File: src/rtl/lcd_dma_arbiter_pkg.sv
// Shared types and widths for the LCD DMA read arbiter.
// Optional build macro: LCD_DMA_ARB_FIXED_PRIO_EN (fixed priority instead of round-robin).
package lcd_dma_pkg;

    localparam int DMA_ADDR_W = 30;
    localparam int DMA_DATA_W = 32;

    typedef enum logic [1:0] {
        IDLE      = 2'd0,
        ISSUE     = 2'd1,
        WAIT_DATA = 2'd2
    } state_e;

endpackage

File: src/rtl/lcd_dma_arbiter_if.sv
// Requester-side and DMA-side handshake bundle of the LCD DMA read arbiter.
// Optional build macro: LCD_DMA_ARB_FIXED_PRIO_EN (does not affect this file).
interface lcd_dma_arbiter_if
    import lcd_dma_pkg::*;
#(
    parameter int NUM_REQ = 2
);

    logic [NUM_REQ-1:0]            REQ_START;
    logic [NUM_REQ*DMA_ADDR_W-1:0] REQ_ADDR;
    logic [NUM_REQ-1:0]            REQ_READY;
    logic [DMA_DATA_W-1:0]         REQ_RD_DATA;
    logic [NUM_REQ-1:0]            REQ_RD_DATA_VALID;

    logic [DMA_ADDR_W-1:0]         DMA_RD_ADDR;
    logic                          DMA_START;
    logic                          DMA_READY;
    logic [DMA_DATA_W-1:0]         DMA_RD_DATA;
    logic                          DMA_RD_DATA_VALID;

    // Arbiter side
    modport slave (
        input  REQ_START, REQ_ADDR, DMA_READY, DMA_RD_DATA, DMA_RD_DATA_VALID,
        output REQ_READY, REQ_RD_DATA, REQ_RD_DATA_VALID, DMA_RD_ADDR, DMA_START
    );

    // Requesters plus DMA engine side
    modport master (
        output REQ_START, REQ_ADDR, DMA_READY, DMA_RD_DATA, DMA_RD_DATA_VALID,
        input  REQ_READY, REQ_RD_DATA, REQ_RD_DATA_VALID, DMA_RD_ADDR, DMA_START
    );

endinterface

File: src/rtl/lcd_dma_arbiter_rr_picker.sv
// Combinational rotating priority encoder: lowest requesting index at or after ptr_i wins.
// With LCD_DMA_ARB_FIXED_PRIO_EN defined the search always starts at index 0.
module lcd_dma_rr_picker #(
    parameter int NUM_REQ = 2,
    parameter int PW      = (NUM_REQ > 1) ? $clog2(NUM_REQ) : 1
) (
    input  logic [NUM_REQ-1:0] req_i,
    input  logic [PW-1:0]      ptr_i,
    output logic               any_o,
    output logic [PW-1:0]      idx_o
);

    logic [PW-1:0] start;
    logic [PW-1:0] cand;
    int            j;

`ifdef LCD_DMA_ARB_FIXED_PRIO_EN
    logic unused_ptr;
    assign unused_ptr = ^ptr_i;
    assign start      = '0;
`else
    assign start      = ptr_i;
`endif

    always_comb begin
        any_o = 1'b0;
        idx_o = '0;
        j     = 0;
        cand  = '0;
        for (int k = 0; k < NUM_REQ; k++) begin
            j = int'(start) + k;
            if (j >= NUM_REQ) j = j - NUM_REQ;
            cand = PW'(j);
            if (!any_o && req_i[cand]) begin
                any_o = 1'b1;
                idx_o = cand;
            end
        end
    end

endmodule

File: src/rtl/lcd_dma_arbiter.sv
// Arbitrates NUM_REQ burst-read requesters onto one shared DMA; one burst in flight at a time.
// Optional build macro: LCD_DMA_ARB_FIXED_PRIO_EN (fixed priority, index 0 highest).
module lcd_dma_arbiter
    import lcd_dma_pkg::*;
#(
    parameter int NUM_REQ    = 2,
    parameter int BURST_SIZE = 8
) (
    input  logic               CLK,
    input  logic               RESET_N,
    lcd_dma_arbiter_if.slave   bus,
    output logic               STRAY_BEAT
);

    localparam int PW = (NUM_REQ > 1)    ? $clog2(NUM_REQ)    : 1;
    localparam int CW = (BURST_SIZE > 1) ? $clog2(BURST_SIZE) : 1;

    state_e                state_q, state_d;
    logic [NUM_REQ-1:0]    pending_q, pending_d;
    logic [NUM_REQ-1:0]    ready_q, ready_d;
    logic [PW-1:0]         owner_q, owner_d;
    logic [PW-1:0]         ptr_q, ptr_d;
    logic [CW-1:0]         cnt_q, cnt_d;
    logic [DMA_ADDR_W-1:0] dma_addr_q, dma_addr_d;
    logic                  dma_start_q, dma_start_d;
    logic [DMA_DATA_W-1:0] rd_data_q, rd_data_d;
    logic [NUM_REQ-1:0]    rd_vld_q, rd_vld_d;
    logic                  stray_q, stray_d;

    logic [DMA_ADDR_W-1:0] addr_q [NUM_REQ];
    logic [NUM_REQ-1:0]    accept;
    logic                  gnt_any;
    logic [PW-1:0]         gnt_idx;

    assign accept = bus.REQ_START & ready_q;

    lcd_dma_rr_picker #(
        .NUM_REQ (NUM_REQ),
        .PW      (PW)
    ) u_picker (
        .req_i (pending_q),
        .ptr_i (ptr_q),
        .any_o (gnt_any),
        .idx_o (gnt_idx)
    );

    always_comb begin
        state_d     = state_q;
        pending_d   = pending_q;
        owner_d     = owner_q;
        ptr_d       = ptr_q;
        cnt_d       = cnt_q;
        dma_addr_d  = dma_addr_q;
        dma_start_d = 1'b0;
        rd_data_d   = rd_data_q;
        rd_vld_d    = '0;
        stray_d     = stray_q;
        ready_d     = ready_q;

        case (state_q)
            IDLE: begin
                if (bus.DMA_RD_DATA_VALID) stray_d = 1'b1;
                if (gnt_any && bus.DMA_READY) begin
                    owner_d            = gnt_idx;
                    pending_d[gnt_idx] = 1'b0;
                    dma_addr_d         = addr_q[gnt_idx];
                    dma_start_d        = 1'b1;
                    state_d            = ISSUE;
                end
            end
            ISSUE: begin
                if (bus.DMA_RD_DATA_VALID) stray_d = 1'b1;
                cnt_d   = CW'(BURST_SIZE - 1);
                state_d = WAIT_DATA;
            end
            WAIT_DATA: begin
                if (bus.DMA_RD_DATA_VALID) begin
                    rd_data_d         = bus.DMA_RD_DATA;
                    rd_vld_d[owner_q] = 1'b1;
                    if (cnt_q == '0) begin
                        state_d = IDLE;
                        ptr_d   = (owner_q == PW'(NUM_REQ - 1)) ? '0 : owner_q + PW'(1);
                    end else begin
                        cnt_d = cnt_q - CW'(1);
                    end
                end
            end
            default: state_d = IDLE;
        endcase

        // Only requesters whose ready was visible may queue; the winner cannot be re-set here
        pending_d = pending_d | accept;

        // Ready is derived from next-state so it drops in the same edge a request is taken
        for (int i = 0; i < NUM_REQ; i++) begin
            ready_d[i] = ~pending_d[i] & ~((state_d == WAIT_DATA) && (owner_d == PW'(i)));
        end
    end

    always_ff @(posedge CLK or negedge RESET_N) begin
        if (!RESET_N) begin
            state_q     <= IDLE;
            pending_q   <= '0;
            ready_q     <= '1;
            owner_q     <= '0;
            ptr_q       <= '0;
            cnt_q       <= '0;
            dma_addr_q  <= '0;
            dma_start_q <= 1'b0;
            rd_data_q   <= '0;
            rd_vld_q    <= '0;
            stray_q     <= 1'b0;
        end else begin
            state_q     <= state_d;
            pending_q   <= pending_d;
            ready_q     <= ready_d;
            owner_q     <= owner_d;
            ptr_q       <= ptr_d;
            cnt_q       <= cnt_d;
            dma_addr_q  <= dma_addr_d;
            dma_start_q <= dma_start_d;
            rd_data_q   <= rd_data_d;
            rd_vld_q    <= rd_vld_d;
            stray_q     <= stray_d;
        end
    end

    // Address registers are only meaningful while pending, so they carry no reset
    always_ff @(posedge CLK) begin
        for (int i = 0; i < NUM_REQ; i++) begin
            if (accept[i]) addr_q[i] <= bus.REQ_ADDR[i*DMA_ADDR_W +: DMA_ADDR_W];
        end
    end

    assign bus.REQ_READY         = ready_q;
    assign bus.REQ_RD_DATA       = rd_data_q;
    assign bus.REQ_RD_DATA_VALID = rd_vld_q;
    assign bus.DMA_RD_ADDR       = dma_addr_q;
    assign bus.DMA_START         = dma_start_q;
    assign STRAY_BEAT            = stray_q;

endmodule
File: src/flat_wrapper.sv
// flat-port wrapper written by rule: the top's interface ports become plain ports
module lcd_dma_arbiter_flat import lcd_dma_pkg::*;
#(
    parameter int NUM_REQ    = 2,
    parameter int BURST_SIZE = 8
)
  (CLK, RESET_N, STRAY_BEAT, bus_REQ_START, bus_REQ_ADDR, bus_DMA_READY, bus_DMA_RD_DATA, bus_DMA_RD_DATA_VALID, bus_REQ_READY, bus_REQ_RD_DATA, bus_REQ_RD_DATA_VALID, bus_DMA_RD_ADDR, bus_DMA_START);
  lcd_dma_arbiter_if #(.NUM_REQ(NUM_REQ)) bus_i ();
  input  logic CLK;
  input  logic RESET_N;
  output logic STRAY_BEAT;
  input wire logic [$bits(bus_i.REQ_START)-1:0] bus_REQ_START;
  input wire logic [$bits(bus_i.REQ_ADDR)-1:0] bus_REQ_ADDR;
  input wire logic [$bits(bus_i.DMA_READY)-1:0] bus_DMA_READY;
  input wire logic [$bits(bus_i.DMA_RD_DATA)-1:0] bus_DMA_RD_DATA;
  input wire logic [$bits(bus_i.DMA_RD_DATA_VALID)-1:0] bus_DMA_RD_DATA_VALID;
  output wire logic [$bits(bus_i.REQ_READY)-1:0] bus_REQ_READY;
  output wire logic [$bits(bus_i.REQ_RD_DATA)-1:0] bus_REQ_RD_DATA;
  output wire logic [$bits(bus_i.REQ_RD_DATA_VALID)-1:0] bus_REQ_RD_DATA_VALID;
  output wire logic [$bits(bus_i.DMA_RD_ADDR)-1:0] bus_DMA_RD_ADDR;
  output wire logic [$bits(bus_i.DMA_START)-1:0] bus_DMA_START;
  assign bus_i.REQ_START = bus_REQ_START;
  assign bus_i.REQ_ADDR = bus_REQ_ADDR;
  assign bus_i.DMA_READY = bus_DMA_READY;
  assign bus_i.DMA_RD_DATA = bus_DMA_RD_DATA;
  assign bus_i.DMA_RD_DATA_VALID = bus_DMA_RD_DATA_VALID;
  assign bus_REQ_READY = bus_i.REQ_READY;
  assign bus_REQ_RD_DATA = bus_i.REQ_RD_DATA;
  assign bus_REQ_RD_DATA_VALID = bus_i.REQ_RD_DATA_VALID;
  assign bus_DMA_RD_ADDR = bus_i.DMA_RD_ADDR;
  assign bus_DMA_START = bus_i.DMA_START;
  lcd_dma_arbiter #(.NUM_REQ(NUM_REQ), .BURST_SIZE(BURST_SIZE)) u_core (.CLK(CLK), .RESET_N(RESET_N), .bus(bus_i), .STRAY_BEAT(STRAY_BEAT));
endmodule
File: config.mk
export PLATFORM = sky130hd
export DESIGN_NAME = lcd_dma_arbiter_flat
export DESIGN_NICKNAME = d
export VERILOG_FILES = /design/src/rtl/lcd_dma_arbiter_pkg.sv /design/src/rtl/lcd_dma_arbiter_if.sv /design/src/rtl/lcd_dma_arbiter_rr_picker.sv /design/src/rtl/lcd_dma_arbiter.sv /design/src/flat_wrapper.sv
export SDC_FILE = /design/constraint.sdc
export NUM_CORES = 1
export LEC_CHECK = 0
export ABC_CLOCK_PERIOD_IN_PS = 4980
export BUFFER_PORTS_ARGS = -buffer_cell sky130_fd_sc_hd__buf_2
export CORE_MARGIN = 8
export CORE_UTILIZATION = 55
export DETAILED_ROUTE_END_ITERATION = 10
export PLACE_DENSITY_LB_ADDON = 0.12
export SLEW_MARGIN = 0
export SYNTH_ARGS = -nofsm -noshare
export SYNTH_HDL_FRONTEND = slang
export SYNTH_SLANG_ARGS = --single-unit
File: constraint.sdc
create_clock -name CLK -period 4.98 [get_ports CLK]
set_input_delay 0.996 -clock CLK [delete_from_list [all_inputs] [get_ports CLK]]
set_output_delay 0.996 -clock CLK [all_outputs]
set_load 0.03 [all_outputs]
==> metrics.md <==
| Metric | Value |
|---|---|
| Outcome | `complete, no violations` |
| Hold crit path type | `reg2reg` |
| Maximum VDD drop | `343 uV` |
| CP Launch Type | `register` |
| Synth Register Bits | `137` |
| Syn nets | `467` |
| Number of synthesized flops with an enable pin | `60` |
| CP Max Fanout | `35` |
| Drt drc | `0` |
| Multi-input gate area | `1660 sq um` |
| Slew HR | `19.5%` |
| Final period util | `66.6%` |
| Core footprint | `10100 sq um` |
| DR vias/cell | `5.38` |
| Routability cong. | `0.789` |
| Yosys warning count | `0` |
| Worst-case clock buffer depth | `2` |
| Largest net degree at the start of global routing | `78` |
| Post-cts gate resize count | `0` |
| Endpoints failing setup | `0` |
| Data arrival time at the worst-slack endpoint | `3.65 ns` |
| Number of global-route vias before repair | `3795` |
| Clock root buffer | `clkbuf_8` |
| Design area | `6960 sq um` |
| Synthesized area | `5590 sq um` |
| Total track usage | `18.5%` |
| Sink Count | `137` |
| Top_reg_cell synth | `dfrtp_1` |
| Layout filler cell count | `756` |
| Vias post-DR | `3623` |
| Syn avg cell area | `15.2 sq um` |
| Drt total wl | `12400 um` |
| TritonCTS clock tree | `yes` |
| F_max | `302 MHz` |
| Area growth syn-to-layout | `24.5%` |
| Sequential element share of the synthesized area | `66.7%` |
| Crit end category | `register` |
| Die area | `13600 sq um` |
| Global route overflow | `0` |
| R2R setup slack | `1.66 ns` |
| Layout cells sized above 1 | `44.1%` |
| Worst Tran Pin Value | `1.21 ns` |
| Power Dens Cells | `705 nW/um^2` |
| Fin. Hold Viols | `0` |
| Latest clock arrival within the worst-skew pair | `0.51 ns` |
| Max Cap Viol | `0` |
| RSZ-0062 raised after global routing | `no` |
| Total CTS buffers | `17` |
| Worst Path Required | `5.31 ns` |
| Final HPWL DP | `8360 um` |
| Reg2reg path depth | `3` |
| Post-synth ARST share | `56.2%` |
| Synth cell types | `38` |
| Die width | `117 um` |
| Post CTS Setup Buffer Count | `0` |
| Initial antenna violation count | `0` |
| Starting Density | `55.4%` |
| Cts hold-fix bufs | `0` |
| Wire length per cell | `18.4 um` |
| Placed cell areas | `6430 sq um` |
| Inserted Diodes | `0` |
| Detail Route Antenna Nets | `0` |
| Final Max Slew Viols | `0` |
| Synthesized instance count | `367` |
| Final TNS setup | `0 ns` |
| Router iterations before antenna repair | `4` |
| # H-tree levels | `4` |
| Clock skew | `0.00822 ns` |
| Row count | `37` |
| Chip Height | `117 um` |
| Worst hold stages | `1` |
| Fin nets | `625` |
| Clk slew on worst S/H paths | `0.06 ns` |
| IO buf count | `165` |
| First-pass GRT wire length | `19000 um` |
| FF+latch area | `3730 sq um` |
| Top Ports | `166` |
| Worst setup path class | `reg2reg` |
| Leakage | `2.82 nW` |
| Min cycle time layout | `3.32 ns` |
| Detailed router's first-iteration violation count | `213` |
critical path: stages, from the launching register on:
cell and delay, ns:
dfrtp_1 1.14, or2_1 0.96, and2_4 0.81, a31oi_1 0.20
state kept, by name, summed over array words and instances, names as in the netlist:
register	flops
u_core.addr_q	60
u_core.bus.REQ_RD_DATA_VALID	2
u_core.bus.REQ_RD_DATA	32
u_core.pending_q	2
u_core.bus.DMA_RD_ADDR	30
u_core.state_q	2
u_core.STRAY_BEAT	1
u_core.bus.DMA_START	1
u_core.owner_q	1
u_core.bus.REQ_READY	2
u_core.ptr_q	1
u_core.cnt_q	3
where the power goes:
part / total, mW / internal (mW) / leakage, nW / switching (mW)
Sequential: 1.83 / 1.58 / 1.43 / 0.244
Clock: 1.10 / 0.655 / 0.247 / 0.448
Combinational: 1.98 / 0.636 / 1.14 / 1.34
Total: 4.91 / 2.88 / 2.82 / 2.03
through the flow:
stage	instances	power (mW)	setup slack (ns)	utilization [%]	hold WS, ns
3_5_place_dp	642	3.84	1.70	63.7	0.466
4_1_cts	673	4.96	1.72	69.0	0.482
6_report	673	4.91	1.66	69.0	0.484
5_1_grt	673	5.17	1.45	69.0	0.495
3_3_place_gp	642	3.78	1.89	63.7	0.462
2_1_floorplan	367	3.33	2.81	-	0.448
routing by layer:
metal	track usage, %	vias up	routed length [um]
met5	0	-	0
met2	31.8	169	6060
met1	21.6	1752	5050
met4	6.57	0	166
li1	-	1687	-
met3	5.39	15	1110
final timing paths:
check / from / end
worst min register to register: u_core.bus.REQ_RD_DATA[5] / u_core.bus.REQ_RD_DATA[5]
worst max register to register: u_core.pending_q[1] / u_core.bus.DMA_RD_ADDR[7]
max in group asynchronous: RESET_N / u_core.bus.DMA_RD_ADDR[19]
min in group asynchronous: RESET_N / u_core.bus.REQ_RD_DATA[20]
worst min-delay path: u_core.bus.REQ_RD_DATA[5] / u_core.bus.REQ_RD_DATA[5]
worst max-delay path: u_core.pending_q[1] / u_core.bus.DMA_RD_ADDR[7]
cells in the final DEF (no fill, tap or decap), drive strengths merged, types with 2 or more instances in the layout:
cell type,count
o21ai,35
clkbuf,19
nand3,31
nand2,2
buf,169
nand3b,2
a21oi,30
a31oi,31
nor2,5
mux2,32
o31ai,2
clkinvlp,4
dfrtp,75
a21o,2
nand2b,4
ha,2
and2,5
clkinv,7
edfxtp,60
inv,5
dfstp,2
o22a,2
a221oi,2
final cells by class:
| class | instances | area share, % |
|---|---|---|
| clock inverter | 12 | 1.51 |
| clock buffer | 19 | 6.06 |
| inverter | 5 | 0.270 |
| multi-input combinational | 195 | 23.8 |
| sequential | 137 | 53.6 |
| timing repair buffer | 169 | 12.3 |
| tap | 136 | 2.44 |
logic make-up (layout without fill, tap and decap cells):
family	after synthesis	after routing	share of synthesized area [%]
compound gates	107	107	17.3
fa+ha+maj	2	2	0.448
buf+inv	35	205	3.67
mux	32	32	6.45
simple gates	54	54	5.42
flops	137	137	66.7
Yosys cell counts (3+ instances only):
cell type  instances  share of area (%)
clkbuf_1          16                1.1
edfxtp_1          60                 32
buf_6              3               0.60
dfrtp_1           75                 34
a31oi_2            9                2.0
o21ai_1            3               0.27
a31oi_4           20                7.6
o21ai_0           32                2.9
mux2_1            26                5.2
mux2_2             6                1.2
a21oi_1           30                2.7
nor2_1             5               0.34
and2_1             4               0.45
nand3_1           31                2.8
buf_2              5               0.45
nand2b_1           4               0.45
buf_4              3               0.40
inv_1              5               0.34
Note: power is estimated with default switching activity, not from simulation.
